===== src/rtl/riscv_fetch_btb.sv =====
// RV32I fetch stage: PC register, I-memory address, direct-mapped BTB predictor and IF/ID register.
// Optional macro BTB_2BIT_CTR_EN selects 2-bit saturating counters; default is a 1-bit last-outcome bit.
module riscv_fetch_btb #(
  parameter int              PC_W        = 12,
  parameter int              BTB_ENTRIES = 16,
  parameter logic [PC_W-1:0] RESET_PC    = 12'h000
) (
  input  logic            CLK,
  input  logic            RSTn,
  output logic            I_MEM_CSN,
  output logic [PC_W-1:0] I_MEM_ADDR,
  input  logic [31:0]     I_MEM_DI,
  input  logic            pcWrite,
  input  logic            IF_ID_WE,
  input  logic            misPredict,
  input  logic [PC_W-1:0] redirect_pc,
  input  logic            upd_valid,
  input  logic [PC_W-1:0] upd_pc,
  input  logic [PC_W-1:0] upd_target,
  input  logic            upd_taken,
  output logic [31:0]     INST_IF_ID,
  output logic [PC_W-1:0] pc_IF_ID,
  output logic            valid_IF_ID,
  output logic            pred_IF_ID,
  output logic [PC_W-1:0] ptgt_IF_ID
);
  localparam int IDX_W = $clog2(BTB_ENTRIES);
  localparam int TAG_W = PC_W - IDX_W - 2;
`ifdef BTB_2BIT_CTR_EN
  localparam int               CTR_W     = 2;
  localparam logic [CTR_W-1:0] CTR_ALLOC = 2'b10;
`else
  localparam int               CTR_W     = 1;
  localparam logic [CTR_W-1:0] CTR_ALLOC = 1'b1;
`endif
  localparam logic [31:0] NOP = 32'h00000013;

  logic [PC_W-1:0]  pc;
  logic [PC_W-1:0]  pc_nxt;
  logic             btb_valid [BTB_ENTRIES];
  logic [TAG_W-1:0] btb_tag   [BTB_ENTRIES];
  logic [PC_W-1:0]  btb_tgt   [BTB_ENTRIES];
  logic [CTR_W-1:0] btb_ctr   [BTB_ENTRIES];

  logic [IDX_W-1:0] lk_idx;
  logic [IDX_W-1:0] up_idx;
  logic [TAG_W-1:0] lk_tag;
  logic [TAG_W-1:0] up_tag;
  logic             lk_hit;
  logic             up_hit;
  logic             pred;
  logic [PC_W-1:0]  pred_tgt;
  logic             unused_upd_lsb;

  // Word-alignment bits of upd_pc take no part in indexing or tagging.
  assign unused_upd_lsb = ^upd_pc[1:0];

  assign I_MEM_CSN  = ~RSTn;
  assign I_MEM_ADDR = pc;

  assign lk_idx   = pc[IDX_W+1:2];
  assign lk_tag   = pc[PC_W-1:IDX_W+2];
  assign lk_hit   = btb_valid[lk_idx] && (btb_tag[lk_idx] == lk_tag);
  // MSB of the counter is the taken decision for both counter widths.
  assign pred     = lk_hit && btb_ctr[lk_idx][CTR_W-1];
  assign pred_tgt = btb_tgt[lk_idx];

  assign up_idx = upd_pc[IDX_W+1:2];
  assign up_tag = upd_pc[PC_W-1:IDX_W+2];
  assign up_hit = btb_valid[up_idx] && (btb_tag[up_idx] == up_tag);

  // Saturating step; with a 1-bit counter this reduces to "last outcome".
  function automatic logic [CTR_W-1:0] ctr_step(input logic [CTR_W-1:0] c, input logic tk);
    logic [CTR_W-1:0] r;
    r = c;
    if (tk && (c != '1))       r = c + CTR_W'(1);
    else if (!tk && (c != '0)) r = c - CTR_W'(1);
    return r;
  endfunction

  always_comb begin
    pc_nxt = pc + PC_W'(4);
    if (misPredict)    pc_nxt = redirect_pc;
    else if (!pcWrite) pc_nxt = pc;
    else if (pred)     pc_nxt = pred_tgt;
  end

  always_ff @(posedge CLK or negedge RSTn) begin
    if (!RSTn) pc <= RESET_PC;
    else       pc <= pc_nxt;
  end

  // Updates land on the clock edge, so a same-cycle lookup sees the old entry.
  always_ff @(posedge CLK or negedge RSTn) begin
    if (!RSTn) begin
      for (int i = 0; i < BTB_ENTRIES; i++) begin
        btb_valid[i] <= 1'b0;
        btb_tag[i]   <= '0;
        btb_tgt[i]   <= '0;
        btb_ctr[i]   <= '0;
      end
    end else if (upd_valid) begin
      if (up_hit) begin
        btb_ctr[up_idx] <= ctr_step(btb_ctr[up_idx], upd_taken);
        if (upd_taken) btb_tgt[up_idx] <= upd_target;
      end else if (upd_taken) begin
        btb_valid[up_idx] <= 1'b1;
        btb_tag[up_idx]   <= up_tag;
        btb_tgt[up_idx]   <= upd_target;
        btb_ctr[up_idx]   <= CTR_ALLOC;
      end
    end
  end

  always_ff @(posedge CLK or negedge RSTn) begin
    if (!RSTn) begin
      INST_IF_ID  <= NOP;
      pc_IF_ID    <= '0;
      valid_IF_ID <= 1'b0;
      pred_IF_ID  <= 1'b0;
      ptgt_IF_ID  <= '0;
    end else if (misPredict) begin
      INST_IF_ID  <= NOP;
      pc_IF_ID    <= '0;
      valid_IF_ID <= 1'b0;
      pred_IF_ID  <= 1'b0;
      ptgt_IF_ID  <= '0;
    end else if (IF_ID_WE) begin
      INST_IF_ID  <= I_MEM_DI;
      pc_IF_ID    <= pc;
      valid_IF_ID <= 1'b1;
      pred_IF_ID  <= pred;
      ptgt_IF_ID  <= pred ? pred_tgt : '0;
    end
  end
endmodule


===== config.mk =====
export PLATFORM = sky130hd
export DESIGN_NAME = riscv_fetch_btb
export DESIGN_NICKNAME = d
export VERILOG_FILES = /design/src/rtl/riscv_fetch_btb.sv
export SDC_FILE = /design/constraint.sdc
export NUM_CORES = 1
export LEC_CHECK = 0
export CAP_MARGIN = 25
export CORE_MARGIN = 3
export CORE_UTILIZATION = 64
export CTS_CLUSTER_SIZE = 14
export DETAILED_ROUTE_END_ITERATION = 6
export GPL_ROUTABILITY_DRIVEN = 1
export MAX_ROUTING_LAYER = met4
export PLACE_DENSITY = 0.83
export SYNTH_ARGS = -nofsm -noshare
export SYNTH_HDL_FRONTEND = slang
export SYNTH_SLANG_ARGS = --single-unit

===== constraint.sdc =====
create_clock -name CLK -period 6.6 [get_ports CLK]
set_input_delay 0.99 -clock CLK [delete_from_list [all_inputs] [get_ports CLK]]
set_output_delay 0.99 -clock CLK [all_outputs]
set_load 0.005 [all_outputs]

==> impl_metrics.tcl, run 1 <==
set metrics [dict create \
    seq_power_share_pct 44.5 \
    place.detailed.hpwl_um 30500 \
    pwr-share-clk_pct 34.5 \
    first_global_vias 13400 \
    syn-mean-instance-area_sq_um 13.4 \
    clock_tree.htree_level_count 2 \
    launching_element_type_of_the_critical_path "input pin" \
    synth_sequential_area_ratio_pct 50.6 \
    cell_internal_pwr_mw 5.05 \
    io_buffer_count 143 \
    placed_cells 1874 \
    final_setup_skew_ns 0.0266 \
    via_density_per_instance 6.63 \
    globalRoute.busiestLayer "met2" \
    worst_rel_slew_slack_pct 35.4 \
    layout_min_cycle_time_ns 4.56 \
    totalWireLength_um 49700 \
    floorplan.initialDensity_pct 66.2 \
    synth_nets 1512 \
    total_nets_final 1612 \
    setup_tns_ns 0 \
    grt_usage_pct 31.5 \
    layoutNonFillerInstCount 1951 \
    power.static_leakage_nw 9.73 \
    detail_route.iter0.violations 1304 \
    synthArstFlopShare_pct 100 \
    floorplan.die.height_um 180 \
    fin_total_pwr_mw 7.01 \
    placed_area_sq_mm 0.0209 \
    timing.final.crit_share_pct 69.1 \
    post_route_drc_violation_count 0 \
    die_width_um 180 \
    run_status "complete, no violations" \
    max_clock_freq_mhz 219 \
    cts.repair_timing.setup_buffer_count 0 \
    fin_area_sq_mm 0.0224 \
    cts_inserted_buffers 41 \
    post_route_ant_nets 0 \
    worstRegToRegCells 9 \
    timing.critical_path.required_ns 7.02 \
    net_sw_power_mw 1.96 \
    ys_types 67 \
    combinationalPowerShare_pct 21.0 \
    worst_skew_late_latency_ns 0.55 \
    floorplan.die_area_sq_mm 0.0323 \
    synth.yosys.warnings 0 \
    grtUsageMet1_pct 41.7 \
    max_cap_violations 0 \
    cts_tree "built" \
    syn-cell-area_sq_mm 0.0193 \
    postSynth.topFlopCell "sky130_fd_sc_hd__dfrtp_1" \
    mostFrequentLayoutCells "384 x sky130_fd_sc_hd__dfrtp_1, 282 x sky130_fd_sc_hd__mux2_2, 139 x sky130_fd_sc_hd__clkdlybuf4s50_1" \
    tritoncts_num_sinks 390 \
    hold_path.class "in2async" \
    routed_wire_length_per_instance_um 25.5 \
    core_area_sq_mm 0.0292 \
    grt-ovfl-total 0 \
    worstPathMaxFanout 32 \
    grt_first_pass_wirelength_um 78100 \
    max-vdd-ir-drop_mv 0.286 \
    cts.reportedPaths.clkPinSlew_ns 0.05 \
    timing.final.max_slew_violations 0 \
    syn-instance-count 1436 \
    clock_tree.buffer_depth 3 \
    setup_viol_count_final 0 \
    grt_use_met3_pct 4.85 \
    row_count 62 \
    most_common_cell_after_layout_fill_and_taps_aside "sky130_fd_sc_hd__dfrtp_1" \
    library_cell_used_as_clock_root_buffer "sky130_fd_sc_hd__clkbuf_16" \
    r2r_setup_slack_ns 2.76 \
    maximum_number_of_pins_on_one_net_before_global_route_repair 148 \
    switching_share_pct 28.0 \
    worst_slew_pin_slew_ns 0.967 \
    post_route_cells_drive_above_1_share_pct 33.0 \
    worst_setup_path_end_kind "register" \
    antenna_found_initial 0 \
    rsz0062_at_grt "no" \
    power_density_mw_per_mm2 313 \
    crit_arrival_ns 4.98 \
    yosys_register_bits 390 \
    num_ports 146 \
    drtPass1Iterations 6 \
    holdBufCountCts 0 \
    final_hold_viol_count 0 \
    util_after_layout_pct 76.8 \
    gpl.final_weighted_congestion 0.942 \
    timing_worst_setup_path_type "in2reg" \
    vias 12900 \
    edff_count_synth 0 \
    area_delta_synth_final_pct 16.1 \
    cts.repair.resized 0 \
    crit-reg2reg-launch "I_MEM_ADDR[3]" \
    use_met2_pct 50.4 \
    worst_r2r_endpoint "I_MEM_ADDR[10]" \
]
-- flip-flops by register name, summed over array words and instances, names as in the netlist --
name / count
INST_IF_ID: 32
pc_IF_ID: 12
ptgt_IF_ID: 12
btb_tag: 96
valid_IF_ID: 1
btb_valid: 16
pred_IF_ID: 1
btb_ctr: 16
I_MEM_ADDR: 12
btb_tgt: 192
-- cell families after synthesis --
group                      count (synthesis)  synth area share, %
adders and majority gates                  1               0.0648
buffers and inverters                    130                 3.15
muxes                                    458                 31.3
and+or+nand+nor                          283                 7.39
DFF                                      390                 50.6
xor gates and xnor gates                  23                 1.04
AOI/OAI and AO/OA                        151                 6.45
-- routing by layer --
metal / part of all wire, % / vias up
met5: 0 / -
met4: 3.6 / 0
met3: 6.0 / 118
met2: 49 / 512
met1: 41 / 6801
li1: - / 5508
-- how the worst max path moves through the flow --
stage	start	end	slack (ns)	depth (start not counted)
floorplan	upd_pc[2]	btb_tag[54]	3.27	9
CTS	upd_pc[3]	btb_tag[21]	2.19	10
global route	upd_pc[2]	btb_tag[23]	1.91	9
global placement	upd_pc[3]	btb_tag[20]	1.71	10
detailed placement	upd_pc[3]	btb_tag[20]	1.66	10
finish	upd_pc[3]	btb_tag[21]	2.04	9
-- cells in the mapped netlist (9+ instances only) --
cell / number / area [sq um]
sky130_fd_sc_hd__mux2i_1: 82 / 821
sky130_fd_sc_hd__o211ai_1: 12 / 90.1
sky130_fd_sc_hd__clkbuf_1: 71 / 267
sky130_fd_sc_hd__o21ai_0: 21 / 105
sky130_fd_sc_hd__nor4_1: 9 / 56.3
sky130_fd_sc_hd__a21oi_1: 31 / 155
sky130_fd_sc_hd__nand3_1: 32 / 160
sky130_fd_sc_hd__or3_1: 12 / 75.1
sky130_fd_sc_hd__nor2_1: 62 / 233
sky130_fd_sc_hd__buf_1: 13 / 48.8
sky130_fd_sc_hd__xnor2_1: 18 / 158
sky130_fd_sc_hd__nor2b_1: 18 / 113
sky130_fd_sc_hd__o41ai_1: 16 / 140
sky130_fd_sc_hd__nor3_1: 11 / 55.1
sky130_fd_sc_hd__buf_4: 9 / 67.6
sky130_fd_sc_hd__dfrtp_1: 387 / 9680
sky130_fd_sc_hd__nand2_1: 75 / 282
sky130_fd_sc_hd__a22oi_1: 11 / 82.6
sky130_fd_sc_hd__nand2b_1: 21 / 131
sky130_fd_sc_hd__mux4_2: 86 / 1940
sky130_fd_sc_hd__buf_2: 21 / 105
sky130_fd_sc_hd__o21ai_4: 12 / 195
sky130_fd_sc_hd__mux2_2: 282 / 3180
-- per-stage QoR --
step | hold slack (ns) | setup slack, ns
after floorplan | 0.451 | 3.27
after global placement | 0.468 | 1.71
after detailed placement | 0.477 | 1.66
after CTS | 0.491 | 2.19
after global routing | 0.509 | 1.91
final | 0.478 | 2.04
-- power by group through the flow --
stage               combinational (mW)  sequential, mW  clock [mW]
floorplan                         1.09            3.01           0
global placement                  1.38            3.12           0
detailed placement                1.42            3.16           0
CTS                               1.44            3.12        2.43
global route                      1.57            3.17        2.54
finish                            1.47            3.12        2.42
-- critical path, cell delays in order --
cell                              delay (ns)
sky130_fd_sc_hd__clkdlybuf4s50_1        0.90
sky130_fd_sc_hd__nor2b_1                0.85
sky130_fd_sc_hd__a22oi_1                0.32
sky130_fd_sc_hd__a211o_1                0.35
sky130_fd_sc_hd__nand3_1                0.14
sky130_fd_sc_hd__nand4_2                0.08
sky130_fd_sc_hd__buf_4                  0.32
sky130_fd_sc_hd__o21bai_2               0.59
sky130_fd_sc_hd__mux2_2                 0.40
-- layout make-up --
type / instances / area (sq um)
diodes: 1 / 2.50
inverters: 8 / 30.0
clock inverters: 15 / 234
clock buffers: 58 / 1200
repair buffers: 179 / 1760
multi-input cells: 916 / 8930
fillers: 1750 / 6760
well taps: 384 / 480
flip-flops and latches: 390 / 9770
Note: power is estimated with default switching activity, not from simulation.
==> run 2, diff against run 1 <==
CORE_UTILIZATION = 59   (was 64)
PLACE_DENSITY = 0.77   (was 0.83)
clock period = 4.4 ns   (was 6.6 ns; I/O delays follow)
==> run 2 against run 1 <==
  * Sequential share of layout area down 0.31 points
  * Global-route usage is 2.3 points lower
  * Combinational power grew 52%
  * Setup slack worse by 1.4 ns
  * Clock power is 48% higher
  * Core utilization shrank 6.0 points
  * Critical path depth grew 2
  * Die area increased by 8.2%
  * Sequential power is 49% higher
  * Design area grew 0.71%
  * Highest routed layer unchanged
==> impl_metrics.tcl, run 2 (same netlist as run 1, synthesis figures left out) <==
set metrics [dict create \
    run_status "complete, no violations" \
    total_nets_final 1635 \
    mostFrequentLayoutCells "384 x sky130_fd_sc_hd__dfrtp_1, 282 x sky130_fd_sc_hd__mux2_2, 139 x sky130_fd_sc_hd__clkdlybuf4s50_1" \
    launching_element_type_of_the_critical_path "input pin" \
    cts.repair.resized 0 \
    num_ports 146 \
    top_regs "btb_tgt x192, btb_tag x96, INST_IF_ID x32" \
    worst_setup_path_end_kind "register" \
    critPathTopFamily "buffers and inverters" \
    worstPathMaxFanout 10 \
    cts.repair_timing.setup_buffer_count 0 \
    cell_internal_pwr_mw 7.60 \
    max-vdd-ir-drop_mv 0.415 \
    max_clock_freq_mhz 265 \
    antenna_found_initial 0 \
    library_cell_used_as_clock_root_buffer "sky130_fd_sc_hd__clkbuf_16" \
    post_route_ant_nets 0 \
    grt_first_pass_wirelength_um 78400 \
    rsz0062_at_grt "no" \
    final_hold_viol_count 0 \
    cts.reportedPaths.clkPinSlew_ns 0.06 \
    pwr-share-clk_pct 34.2 \
    die_width_um 187 \
    seq_power_share_pct 44.5 \
    timing_worst_setup_path_type "in2reg" \
    first_global_vias 13500 \
    layout_min_cycle_time_ns 3.77 \
    setup_viol_count_final 0 \
    routed_wire_length_per_instance_um 24.4 \
    post_route_cells_drive_above_1_share_pct 33.9 \
    max_cap_violations 0 \
    area_delta_synth_final_pct 17.0 \
    cts_inserted_buffers 41 \
    timing.final.max_slew_violations 0 \
    worst_slack_ns 0.632 \
    grt-ovfl-total 0 \
    clock_tree.buffer_depth 3 \
    crit_arrival_ns 4.18 \
    maximum_number_of_pins_on_one_net_before_global_route_repair 165 \
    fill_cell_count 2190 \
    worst_rel_slew_slack_pct 40.6 \
    totalWireLength_um 49200 \
    final_setup_skew_ns 0.0154 \
    net_sw_power_mw 2.87 \
    timing.critical_path.required_ns 4.81 \
    combinationalPowerShare_pct 21.3 \
    floorplan.initialDensity_pct 60.5 \
    core_area_sq_mm 0.0319 \
    cpMaxStageDelayCell "sky130_fd_sc_hd__clkdlybuf4s50_1" \
    hold_path.class "in2async" \
    switching_share_pct 27.4 \
    gpl.final_weighted_congestion 0.864 \
    max_flop_register "btb_tgt" \
    floorplan.die_area_sq_mm 0.0349 \
    clock_tree.htree_level_count 2 \
    tritoncts_num_sinks 390 \
    detail_route.iter0.violations 1012 \
    grt_usage_pct 29.2 \
    cts_tree "built" \
    crit_path_frequent_cell "sky130_fd_sc_hd__buf_4" \
    dpl_worst_slack_ns 0.153 \
    via_density_per_instance 6.33 \
    worstPathCellList "clkdlybuf4s50_1 -> buf_4 -> mux4_2 -> and3_1 -> nor4_1 -> buf_4 -> nand3_1 -> nand4_2 -> buf_4 -> o21ai_4 -> mux2_2" \
    holdBufCountCts 0 \
    max_stage_delay_ns 0.69 \
    row_count 65 \
    insertedDiodeCount 0 \
    power_density_mw_per_mm2 464 \
    max_ffs_per_register 192 \
    worst_slew_pin_slew_ns 0.891 \
    io_buffer_count 143 \
    vias 12800 \
    worst_hold_slack_ns 0.0525 \
    setup_tns_ns 0 \
    place.detailed.hpwl_um 32300 \
    power.static_leakage_nw 9.82 \
    worst_skew_late_latency_ns 0.54 \
    drtPass1Iterations 5 \
    post_route_drc_violation_count 0 \
    floorplan.die.height_um 187 \
    worstPathBufferInverterCount 4 \
    most_common_cell_after_layout_fill_and_taps_aside "sky130_fd_sc_hd__dfrtp_1" \
    timing.final.crit_share_pct 85.6 \
]
-- run 2: final timing paths --
path	startpoint	to	slack [ns]	cells past startpoint
worst max-delay path	upd_pc[2]	btb_tag[16]	0.63	11
worst min-delay path	RSTn	btb_tag[14]	0.05	1
worst max register to register	I_MEM_ADDR[3]	ptgt_IF_ID[0]	0.83	9
worst min register to register	btb_valid[11]	btb_valid[11]	0.49	1
max in group asynchronous	RSTn	btb_tgt[104]	2.54	3
min in group CLK	btb_valid[11]	btb_valid[11]	0.49	1
-- run 2: final cells by class --
| cell class | instances | area [sq um] | share of cell area, % |
|---|---|---|---|
| repair buffers | 202 | 1900 | 8.43 |
| flip-flops and latches | 390 | 9770 | 43.3 |
| well taps | 435 | 544 | 2.41 |
| clock buffers | 58 | 1190 | 5.27 |
| inverters | 8 | 30.0 | 0.133 |
| multi-input cells | 916 | 8940 | 39.6 |
| clock inverters | 12 | 193 | 0.854 |
-- run 2: stage by stage --
| stage | power (mW) | instance area [sq um] | cells | utilization [%] |
|---|---|---|---|---|
| finish | 10.5 | 22600 | 2021 | 70.8 |
| global route | 10.9 | 22600 | 2021 | 70.8 |
| CTS | 10.5 | 22600 | 2021 | 70.8 |
| detailed placement | 6.93 | 21200 | 1951 | 66.5 |
| global placement | 6.81 | 21200 | 1951 | 66.5 |
| floorplan | 6.14 | 19300 | 1436 | - |
-- run 2: power groups by stage --
stage	clock network (mW)	registers (mW)	logic (mW)
after global routing	3.76	4.74	2.39
after CTS	3.61	4.66	2.23
after detailed placement	0	4.71	2.21
after global placement	0	4.67	2.15
final	3.57	4.66	2.23
after floorplan	0	4.51	1.63
-- run 2: metal layers --
metal | part of all wire, % | GRT usage (%)
met4 | 3.5 | 9.97
met3 | 4.6 | 3.67
met5 | 0 | -
met1 | 42 | 38.2
met2 | 50 | 48.0
